--- src/rtl/maxnet_update.sv ---
`default_nettype none
// ============================================================================
// Module      : maxnet_update
// Description : MAXNET winner-take-all sequencer. Loads four IEEE-754
//               activations and drives an external PLU for one weighted sum
//               per neuron. All four new values are committed together
//               (Jacobi update). The module stops when a single nonzero
//               activation remains, when all activations are zero, on
//               iteration timeout, or when the PLU reports overflow.
// Revision    : 1.0 - initial release
// ============================================================================
module maxnet_update #(
  parameter int MAX_ITER = 64
) (
  input  logic        clk,
  input  logic        rst,
  input  logic        start,
  input  logic [31:0] a_in0,
  input  logic [31:0] a_in1,
  input  logic [31:0] a_in2,
  input  logic [31:0] a_in3,
  output logic        plu_start,
  input  logic        plu_done,
  input  logic [31:0] plu_out,
  input  logic        plu_overflow,
  output logic [31:0] act0,
  output logic [31:0] act1,
  output logic [31:0] act2,
  output logic [31:0] act3,
  output logic [1:0]  neuron_idx,
  output logic        done,
  output logic [1:0]  status,
  output logic [1:0]  winner,
  output logic [7:0]  iter_cnt
);

  localparam logic [7:0] c_MAX_ITER  = 8'(MAX_ITER);
  localparam logic [1:0] c_ST_WINNER = 2'b00;
  localparam logic [1:0] c_ST_ZERO   = 2'b01;
  localparam logic [1:0] c_ST_TMO    = 2'b10;
  localparam logic [1:0] c_ST_OVF    = 2'b11;

  typedef enum logic [2:0] {
    S_IDLE   = 3'd0,
    S_LOAD   = 3'd1,
    S_CHECK  = 3'd2,
    S_ISSUE  = 3'd3,
    S_WAIT   = 3'd4,
    S_COMMIT = 3'd5,
    S_FIN    = 3'd6
  } state_t;

  state_t      r_state;
  logic [31:0] r_act [0:3];
  logic [31:0] r_shadow [0:3];
  logic [7:0]  r_iter;
  logic [1:0]  r_idx;
  logic [1:0]  r_status;
  logic [1:0]  r_winner;
  logic        r_plu_start;
  logic        r_done;

  logic [2:0]  w_nz_cnt;
  logic [1:0]  w_nz_idx;

  // Negative values (including -0) clamp to +0.
  function automatic logic [31:0] relu(input logic [31:0] v);
    return v[31] ? 32'h0 : v;
  endfunction

  // Count nonzero committed activations and remember the index of one of
  // them; the index is only used when the count is exactly one.
  always_comb begin
    w_nz_cnt = 3'd0;
    w_nz_idx = 2'd0;
    for (int k = 0; k < 4; k++) begin
      if (r_act[k][30:0] != 31'h0) begin
        w_nz_cnt = w_nz_cnt + 3'd1;
        w_nz_idx = 2'(k);
      end
    end
  end

  // Sequencer: controls the PLU handshake, shadow capture and commit.
  // The act registers only change in LOAD and COMMIT, so the PLU sees the
  // previous iteration's values for all four neurons.
  always_ff @(posedge clk) begin
    if (rst) begin
      r_state     <= S_IDLE;
      r_iter      <= 8'd0;
      r_idx       <= 2'd0;
      r_status    <= 2'd0;
      r_winner    <= 2'd0;
      r_plu_start <= 1'b0;
      r_done      <= 1'b0;
      for (int k = 0; k < 4; k++) begin
        r_act[k]    <= 32'h0;
        r_shadow[k] <= 32'h0;
      end
    end else begin
      r_plu_start <= 1'b0;
      r_done      <= 1'b0;
      case (r_state)
        S_IDLE: begin
          if (start) begin
            r_state <= S_LOAD;
          end
        end
        S_LOAD: begin
          r_act[0] <= relu(a_in0);
          r_act[1] <= relu(a_in1);
          r_act[2] <= relu(a_in2);
          r_act[3] <= relu(a_in3);
          r_iter   <= 8'd0;
          r_idx    <= 2'd0;
          r_status <= 2'd0;
          r_winner <= 2'd0;
          r_state  <= S_CHECK;
        end
        S_CHECK: begin
          if (w_nz_cnt == 3'd1) begin
            r_status <= c_ST_WINNER;
            r_winner <= w_nz_idx;
            r_done   <= 1'b1;
            r_state  <= S_FIN;
          end else if (w_nz_cnt == 3'd0) begin
            r_status <= c_ST_ZERO;
            r_done   <= 1'b1;
            r_state  <= S_FIN;
          end else if (r_iter == c_MAX_ITER) begin
            r_status <= c_ST_TMO;
            r_done   <= 1'b1;
            r_state  <= S_FIN;
          end else begin
            r_idx       <= 2'd0;
            r_plu_start <= 1'b1;
            r_state     <= S_ISSUE;
          end
        end
        S_ISSUE: begin
          r_state <= S_WAIT;
        end
        S_WAIT: begin
          if (plu_done) begin
            if (plu_overflow) begin
              r_status <= c_ST_OVF;
              r_done   <= 1'b1;
              r_state  <= S_FIN;
            end else begin
              r_shadow[r_idx] <= relu(plu_out);
              if (r_idx == 2'd3) begin
                r_state <= S_COMMIT;
              end else begin
                r_idx       <= r_idx + 2'd1;
                r_plu_start <= 1'b1;
                r_state     <= S_ISSUE;
              end
            end
          end
        end
        S_COMMIT: begin
          for (int k = 0; k < 4; k++) begin
            r_act[k] <= r_shadow[k];
          end
          if (r_iter != 8'hFF) begin
            r_iter <= r_iter + 8'd1;
          end
          r_state <= S_CHECK;
        end
        S_FIN: begin
          r_state <= S_IDLE;
        end
        default: begin
          r_state <= S_IDLE;
        end
      endcase
    end
  end

  assign plu_start  = r_plu_start;
  assign done       = r_done;
  assign act0       = r_act[0];
  assign act1       = r_act[1];
  assign act2       = r_act[2];
  assign act3       = r_act[3];
  assign neuron_idx = r_idx;
  assign status     = r_status;
  assign winner     = r_winner;
  assign iter_cnt   = r_iter;

endmodule
`default_nettype wire
--- config.mk ---
export PLATFORM = sky130hd
export DESIGN_NAME = maxnet_update
export DESIGN_NICKNAME = d
export VERILOG_FILES = /design/src/rtl/maxnet_update.sv
export SDC_FILE = /design/constraint.sdc
export NUM_CORES = 1
export LEC_CHECK = 0
export BUFFER_PORTS_ARGS = -buffer_cell sky130_fd_sc_hd__buf_4
export CELL_PAD_IN_SITES_DETAIL_PLACEMENT = 1
export CELL_PAD_IN_SITES_GLOBAL_PLACEMENT = 1
export CORE_AREA = 8 8 246 201
export DETAILED_ROUTE_END_ITERATION = 8
export DIE_AREA = 0 0 254 209
export PLACE_DENSITY = 0.61
export SETUP_SLACK_MARGIN = 0.4
export SYNTH_ARGS = -nofsm -noshare
export SYNTH_HDL_FRONTEND = slang
export SYNTH_SLANG_ARGS = --single-unit
--- constraint.sdc ---
create_clock -name clk -period 3.1 [get_ports clk]
set_input_delay 0.155 -clock clk [delete_from_list [all_inputs] [get_ports clk]]
set_output_delay 0.155 -clock clk [all_outputs]
set_load 0.02 [all_outputs]
After elaboration in Yosys (flattened, before gate mapping) --
Memories as Yosys holds them, arrays and structs flattened. Index checks and enable logic that the tools add are counted.
Cells by class: add/sub/neg operators 5, equality and inequality tests 20, multiplexer cells 74, bitwise operators 8, reductions and logical operators 16
Operators with widths (number):
- 32-bit 2-to-1 mux | 8
- 31-bit 2-to-1 mux | 6
- 31-bit nonzero test | 4
- 31-bit OR reduction | 1
- 2-bit 2-to-1 mux | 15
- 3-bit 2-to-1 mux | 10
- 1-bit 2-to-1 mux | 27
- 2-bit inequality test, second input constant | 10
- 8-bit case mux with 2 select lines | 1
- 3-bit case mux with 5 select lines | 1
- 2-bit case mux with 3 select lines | 2
- 3-bit by 1-bit adder with 3-bit output, second input constant | 3
- 8-bit by 1-bit adder with 8-bit output, second input constant | 1
- 8-bit by 7-bit equality test with 1-bit output, second input constant | 1
- 8-bit 2-to-1 mux | 1
- 8-bit inequality test, second input constant | 1
- 1-bit OR | 8
- 7-bit AND reduction | 1
- 3-bit by 1-bit equality test with 1-bit output, second input constant | 2
- 3-bit by 2-bit equality test with 1-bit output, second input constant | 2
- 3-bit equality test, second input constant | 2
- 3-bit logical NOT | 2
- 2-bit AND reduction | 3
- 4-bit inequality test, second input constant | 1
- 8 further kinds | 10
Word-level totals: register bits after elaboration 19, RAM bits 252, output and inout port bits 144, memories kept 2
Memories:
- r_act | depth 4, bits a word 32, rd ports 4, clocked after memory_dff 0, write ports 4, line 54 | logic [31:0] r_act [0:3];
- r_shadow | depth 4, bits a word 31, rd ports 4, clocked after memory_dff 0, write ports 4, line 55 | logic [31:0] r_shadow [0:3];

Depth between registers and ports, before layout --
Gate-level depths: netlist of the first run. An unclocked memory read counts as a cell.
word-level depth 13, depth in mapped cells 14

Worst setup path after synthesis of the first run --
OpenSTA, ideal clock, no wires.
path type register to register, start point memory r_act[1][9], end point register r_idx[1], in the netlist neuron_idx[1], setup time 0.101 ns, arrival 3.002 ns, data required time 2.999 ns, setup slack -0.003 ns, cell stages (with the launch flop) 14, buffers on the path 0, period minus slack after synthesis 3.103 ns, path through edfxtp_1 > nor4_1 > nand4_1 > nor2_1 > inv_1 > ha_1 > nor3_1 > nor2_1 > ha_1 > nand2b_1 > a21o_1 > mux2i_1 > nor4_1 > o41ai_1
RTL lines:
- from (decl) | line 54
- to (signal assigned) | line 154 | r_idx <= r_idx + 2'd1;
- to (decl) | line 57 | logic [1:0] r_idx;

==> run metrics, run 1 <==
Rel. slew slack=0.465; first-pass GRT wire length=68700 um; TritonRoute pass-1 iters=5; I/O pin total=between 300 and 400; CP startpoint kind=flop; cell taking the most area after synthesis=edfxtp_1; hold path start=plu_out[25]; total power=11300 uW; IO buf count=approximately 300; Cell Rows=70; fmax=0.317 GHz; largest net degree at the start of global routing=63; library cells used by synthesis=55; Clock Sinks=267; reg2reg end=neuron_idx[0]; maxcap violations=0; root buffer cell=clkbuf_16; GR Overflow Total=0; design area=between 15000 and 20000 um2; Clock Latency Late Sink=between 0.5 and 0.6 ns; Routed Antenna Nets=0; # nets final=1511; core area=45200 um2; cts bufs inserted=31; Async SR Flop Fraction=0; Synth Flop Type=edfxtp_1; placed cell areas=14700 um2; initial antenna violation count=6; CTS HTree Levels=1; ranking of synthesized cells by area=edfxtp_1, a22o_1, nor2_1; Post-synth top cells=edfxtp_1, nor2_1, a22o_1; Slew Viols, Final=0; most common cell in the netlist=edfxtp_1; Yosys top cell area share=0.664; Fin Setup TNS=-0.102 ns; hold endpoint=r_shadow[3][25]; Hold Crit Class=in -> reg; Die Wd=254 um; Leakage=approximately 0.0069 uW; crit path time final=3.15 ns; gpl congestion=0.815; initial detailed-routing violation count=675; buffer depth of the longest clock path=3; detail-routed via count per cell=4.62; Worst Path Required=roughly 3.6 ns; Worst Max-Slew Pin Slew=roughly 0.80 ns; Final Hold Fails=0; Data arrival, critical path=approximately 3.6 ns; Cell Area, Synth=11200 um2; CTS clock-pin slew for the worst setup and hold paths=0.06 ns; dpl hpwl=~34000 um; register area share after synthesis=0.698; Max VDD drop=~0.39 mV; Layout area overhead=52.3%; Initial Utilization=0.248; Yosys reg bits=267; Synth Area per Inst=13.1 um2; failing checks=negative setup slack; PwrDens=about 660 nW/um2; routed wire length per instance=24.6 um; number of synthesized flops with an enable pin=248; Tcrit/Tclk final=1.02; clk_skew=0.0125 ns; Synth Warn #=0; DRC viols=0; Crit Path Category=reg -> reg; worst-path fanout max=5; vias=9158; Die Footprint=around 53000 um2; Crit. End Element=flop; R2R Setup Slk=-0.05 ns; outcome=complete, but fails checks; slack of the critical path=-0.0515 ns; chip height=209 um; RSZ-0062 raised after global routing=yes; final wirelength=48700 um; CTS tree=yes; # setup viols final=3; vias in the first global route=9961; hold path depth=3; worst reg2reg startpoint=r_act[1][12]; cells on worst reg2reg path=14; share of cells above drive strength 1=0.340; all-layer global routing usage=0.176; Cells after Synth=~860
## sequential cells by signal, summed over array words and instances, names as in the netlist
name / count
neuron_idx: 2
iter_cnt: 8
r_act: 124
winner: 2
r_shadow: 124
done: 1
r_state: 3
plu_start: 1
status: 2
## cell type report
cell class | instances | area, um2
well taps | 612 | 766
flip-flops and latches | 267 | 7830
repair buffers | 499 | 4140
fillers | 4895 | 28100
clock buffers | 40 | 810
inverters | 58 | 220
clock inverters | 18 | 186
multi-input cells | 483 | 3130
diodes | 4 | 10.0
## worst max-delay path, cell delays in order (launching register included)
cell	delay, ns
edfxtp_1	0.42
nor4_2	0.30
buf_4	0.14
nand4_1	0.12
nor2_2	0.15
buf_6	0.14
inv_4	0.04
ha_4	0.24
xnor2_2	0.13
ha_1	0.34
nand2b_4	0.16
a21o_1	0.18
mux2i_4	0.26
nor4_4	0.07
o41ai_2	0.35
## power by group
| part | leakage, uW | internal [uW] | switching [uW] |
|---|---|---|---|
| sequential | 0.00276 | 4560 | 355 |
| combinational | 0.00369 | 1160 | 1560 |
| clock | 0.000480 | 2100 | 1570 |
| total | 0.00693 | 7820 | 3480 |
## what timing repair did
action / in CTS / in global routing
endpoints found under the hold margin: 127 / 0
pin swaps: 9 / 9
hold buffers: 127 / 0
buffers inserted: 2 / 4
endpoints found under the setup margin: 10 / 83
gates resized for setup: 7 / 18
## metrics by stage
| stage | setup WS, ns | cells | util | hold WS (ns) |
|---|---|---|---|---|
| floorplan | 0.335 | 862 | - | 0.319 |
| global placement | -0.0208 | 1786 | 0.324 | 0.445 |
| detailed placement | -0.123 | 1786 | 0.324 | 0.446 |
| CTS | 0.0242 | 1973 | 0.376 | 0.00178 |
| global route | -0.208 | 1979 | 0.378 | 0.0297 |
| finish | -0.0515 | 1981 | 0.378 | 0.0273 |
## metal layers
metal | track usage | vias to the layer above | part of all wire
met4 | 0.0349 | 4 | 0.021
met2 | 0.281 | 297 | 0.46
met3 | 0.0514 | 58 | 0.072
met1 | 0.237 | 4595 | 0.45
li1 | - | 4204 | -
met5 | 0 | - | 0.00045
## cells in the final DEF, fill, tap and decap left out, drive strengths merged, types with 8 or more instances in the layout
master,instances
clkbuf,40
nand4,10
a22o,87
nand2b,8
a21oi,46
nor4,31
inv,60
edfxtp,248
o21ai,9
nor2,131
nand2,46
clkinv,10
a22oi,19
buf,372
dfxtp,19
nor3,11
dlygate4sd3,127
## cell families (layout without fill, tap and decap cells)
kind of cell,Yosys count,after routing,share of synthesized area
xor+xnor,5,5,0.00390
flops,267,267,0.698
fa+ha+maj,6,6,0.00669
compound gates,191,191,0.129
other cells,1,8,0.000334
simple gates,273,273,0.119
mux,4,4,0.00357
buf+inv,112,615,0.0401
## worst max path at each step
stage | startpoint | endpoint | slack [ns] | cells after the start
6_report | r_act[1][12] | neuron_idx[0] | -0.05 | 14
5_1_grt | r_act[0][2] | plu_start | -0.21 | 14
4_1_cts | r_act[0][7] | plu_start | 0.02 | 14
3_5_place_dp | r_act[0][2] | neuron_idx[0] | -0.12 | 14
3_3_place_gp | r_act[0][2] | r_state[0] | -0.02 | 14
2_1_floorplan | r_act[1][27] | plu_start | 0.34 | 13
Power figures use the tool's default switching activity.
==> run 2, diff against run 1 <==
==> constraint.sdc (replaced) <==
create_clock -name clk -period 3.1 [get_ports clk]
set_input_delay 0.62 -clock clk [delete_from_list [all_inputs] [get_ports clk]]
set_output_delay 0.62 -clock clk [all_outputs]
set_load 0.02 [all_outputs]
==> run 2 against run 1 <==
Against the previous run:
- count of clock-buffer cells in the layout fell by 1
- largest cell class unchanged
- the flow still finishes with violations (negative setup slack)
- worst hold slack improved by 0.30 ns
- core utilization is 2.8 points lower
- highest routed layer unchanged
- sequential share of layout area rose by 3.7 points
- wire length is 3.6% lower
- critical path depth rose by 1
==> run metrics, run 2 (synthesis results as in run 1) <==
outcome=complete, but fails checks (unchanged); failing checks=negative setup slack (unchanged); Crit. End Element=flop (unchanged); Comb pwr share=0.236 (was 0.241); Worst Path Required=3.59 ns (was 3.57 ns); most frequent cells in the layout=buf_4, edfxtp_1, nor2_1 (unchanged); Routed Antenna Nets=0 (unchanged); Slew Viols, Final=0 (unchanged); Die Footprint=53100 um2 (unchanged); initial detailed-routing violation count=531 (was 675); Net Switching=3360 uW (was 3480 uW); vias=8609 (was 9158); Post-Layout Cell Count=1852 (was 1981); all-layer global routing usage=0.171 (was 0.176); placed cells=1787 (was 1786); I/O pin total=309 (unchanged); Die Wd=254 um (unchanged); fmax=0.317 GHz (about the same); Leakage=0.00640 uW (was 0.00693 uW); dpl hpwl=34400 um (was 34300 um); commonest non-fill, non-tap cell in the layout=buf_4 (unchanged); Cell Rows=70 (unchanged); first-pass GRT wire length=65800 um (was 68700 um); Clock Latency Late Sink=0.58 ns (about the same); Int Pwr=7580 uW (was 7820 uW); buffer depth of the longest clock path=3 (unchanged); Hold Crit Class=in -> reg (unchanged); share of cells above drive strength 1=0.374 (was 0.340); Layout area overhead=40.9% (was 52.3%); chip height=209 um (unchanged); Final Util=0.350 (was 0.378); maxcap violations=0 (unchanged); CTS clock-pin slew for the worst setup and hold paths=0.06 ns (about the same); Rel. slew slack=0.506 (was 0.465); Initial Utilization=0.248 (unchanged); gpl congestion=0.815 (about the same); Worst Max-Slew Pin Slew=0.741 ns (was 0.803 ns); crit path time final=3.15 ns (about the same); Final Hold Fails=0 (unchanged); Fin Setup TNS=-0.147 ns (was -0.102 ns); clk_skew=0.0162 ns (was 0.0125 ns); slack of the critical path=-0.0517 ns (was -0.0515 ns); total power=10900 uW (was 11300 uW); vias in the first global route=9391 (was 9961); detail-routed via count per cell=4.65 (was 4.62); CP startpoint kind=flop (unchanged); IO buf count=304 (unchanged); placed cell areas=14700 um2 (about the same); initial antenna violation count=6 (unchanged); design area=15800 um2 (was 17100 um2); routed wire length per instance=25.4 um (was 24.6 um); Sw Ratio=0.307 (was 0.308); # setup viols final=4 (was 3); GR Overflow Total=0 (unchanged); TritonRoute pass-1 iters=5 (unchanged); PwrDens=692 nW/um2 (was 661 nW/um2); CTS tree=yes (unchanged); core area=45200 um2 (unchanged); Clk network pwr share=0.315 (was 0.325); largest net degree at the start of global routing=63 (unchanged); root buffer cell=clkbuf_16 (unchanged); Max VDD drop=0.390 mV (about the same); Tcrit/Tclk final=1.02 (about the same); cts bufs inserted=30 (was 31); Crit Path Category=reg -> reg (unchanged); final wirelength=47000 um (was 48700 um); # nets final=1388 (was 1511); Data arrival, critical path=3.64 ns (was 3.63 ns); Clock Sinks=267 (unchanged); worst-path fanout max=3 (was 5); CTS HTree Levels=1 (unchanged); DRC viols=0 (unchanged); RSZ-0062 raised after global routing=yes (unchanged); Flop pwr share=0.449 (was 0.435)
## run 2: cell types whose count changed in the layout (fill, tap and decap cells not counted), sizes merged
cell	previous run	this run
clkinv	10	11
clkinvlp	3	2
inv	60	58
dlygate4sd3	127	0
buf	372	377
bufinv	3	2
diode	4	1
clkbuf	40	39
## run 2: path summary, 6_finish.rpt
| path | start | endpoint | slack (ns) | cells past startpoint |
|---|---|---|---|---|
| worst max-delay path | r_act[0][2] | status[0] | -0.05 | 15 |
| worst min-delay path | a_in2[12] | r_act[2][12] | 0.32 | 2 |
| worst min register to register | winner[0] | winner[0] | 0.51 | 2 |
| worst max register to register | r_act[0][2] | status[0] | -0.05 | 15 |
## run 2: cell type report
| class | instances | area (um2) |
|---|---|---|
| repair buffers | 377 | 2920 |
| clock buffers | 39 | 785 |
| fillers | 4910 | 29400 |
| inverters | 58 | 218 |
| diodes | 1 | 2.50 |
| well taps | 612 | 766 |
| flip-flops and latches | 267 | 7830 |
| multi-input cells | 483 | 3140 |
| clock inverters | 15 | 146 |
## run 2: critical path: stages, from the launching register on
cell and delay (ns):
edfxtp_1 0.40, nor4_2 0.33, buf_4 0.16, nand4_1 0.13, nor2_1 0.14, buf_4 0.14
inv_2 0.04, ha_4 0.22, xnor2_2 0.13, ha_1 0.34, nand2b_4 0.15, nor2_2 0.04
o21ai_1 0.07, mux2i_1 0.12, or3_4 0.39, a221oi_2 0.27
## run 2: metal layers
layer	global-route usage	vias to the layer above	wire, um
met3	0.0522	69	3520
met5	0	-	60
met2	0.271	282	21300
li1	-	3943	-
met4	0.0327	10	939
met1	0.230	4305	21100
## run 2: timing repair
action / CTS / global route
pin swaps: 10 / 11
resized for setup: 10 / 16
hold buffers: 0 / 0
setup buffers: 7 / 3
endpoints found under the setup margin: 10 / 91
## run 2: per-stage QoR
step | hold WS [ns] | setup WS [ns]
after global placement | 0.467 | -0.0205
after floorplan | 0.518 | 0.335
after detailed placement | 0.491 | -0.104
after global routing | 0.297 | -0.190
after CTS | 0.287 | 0.0400
final | 0.323 | -0.0517
## run 2: power groups by stage
stage	combinational, uW	sequential (uW)	clock [uW]
2_1_floorplan	650	5390	0
3_3_place_gp	2580	4930	0
3_5_place_dp	2590	4970	0
4_1_cts	2610	4900	3550
5_1_grt	2740	4960	3680
6_report	2580	4910	3450
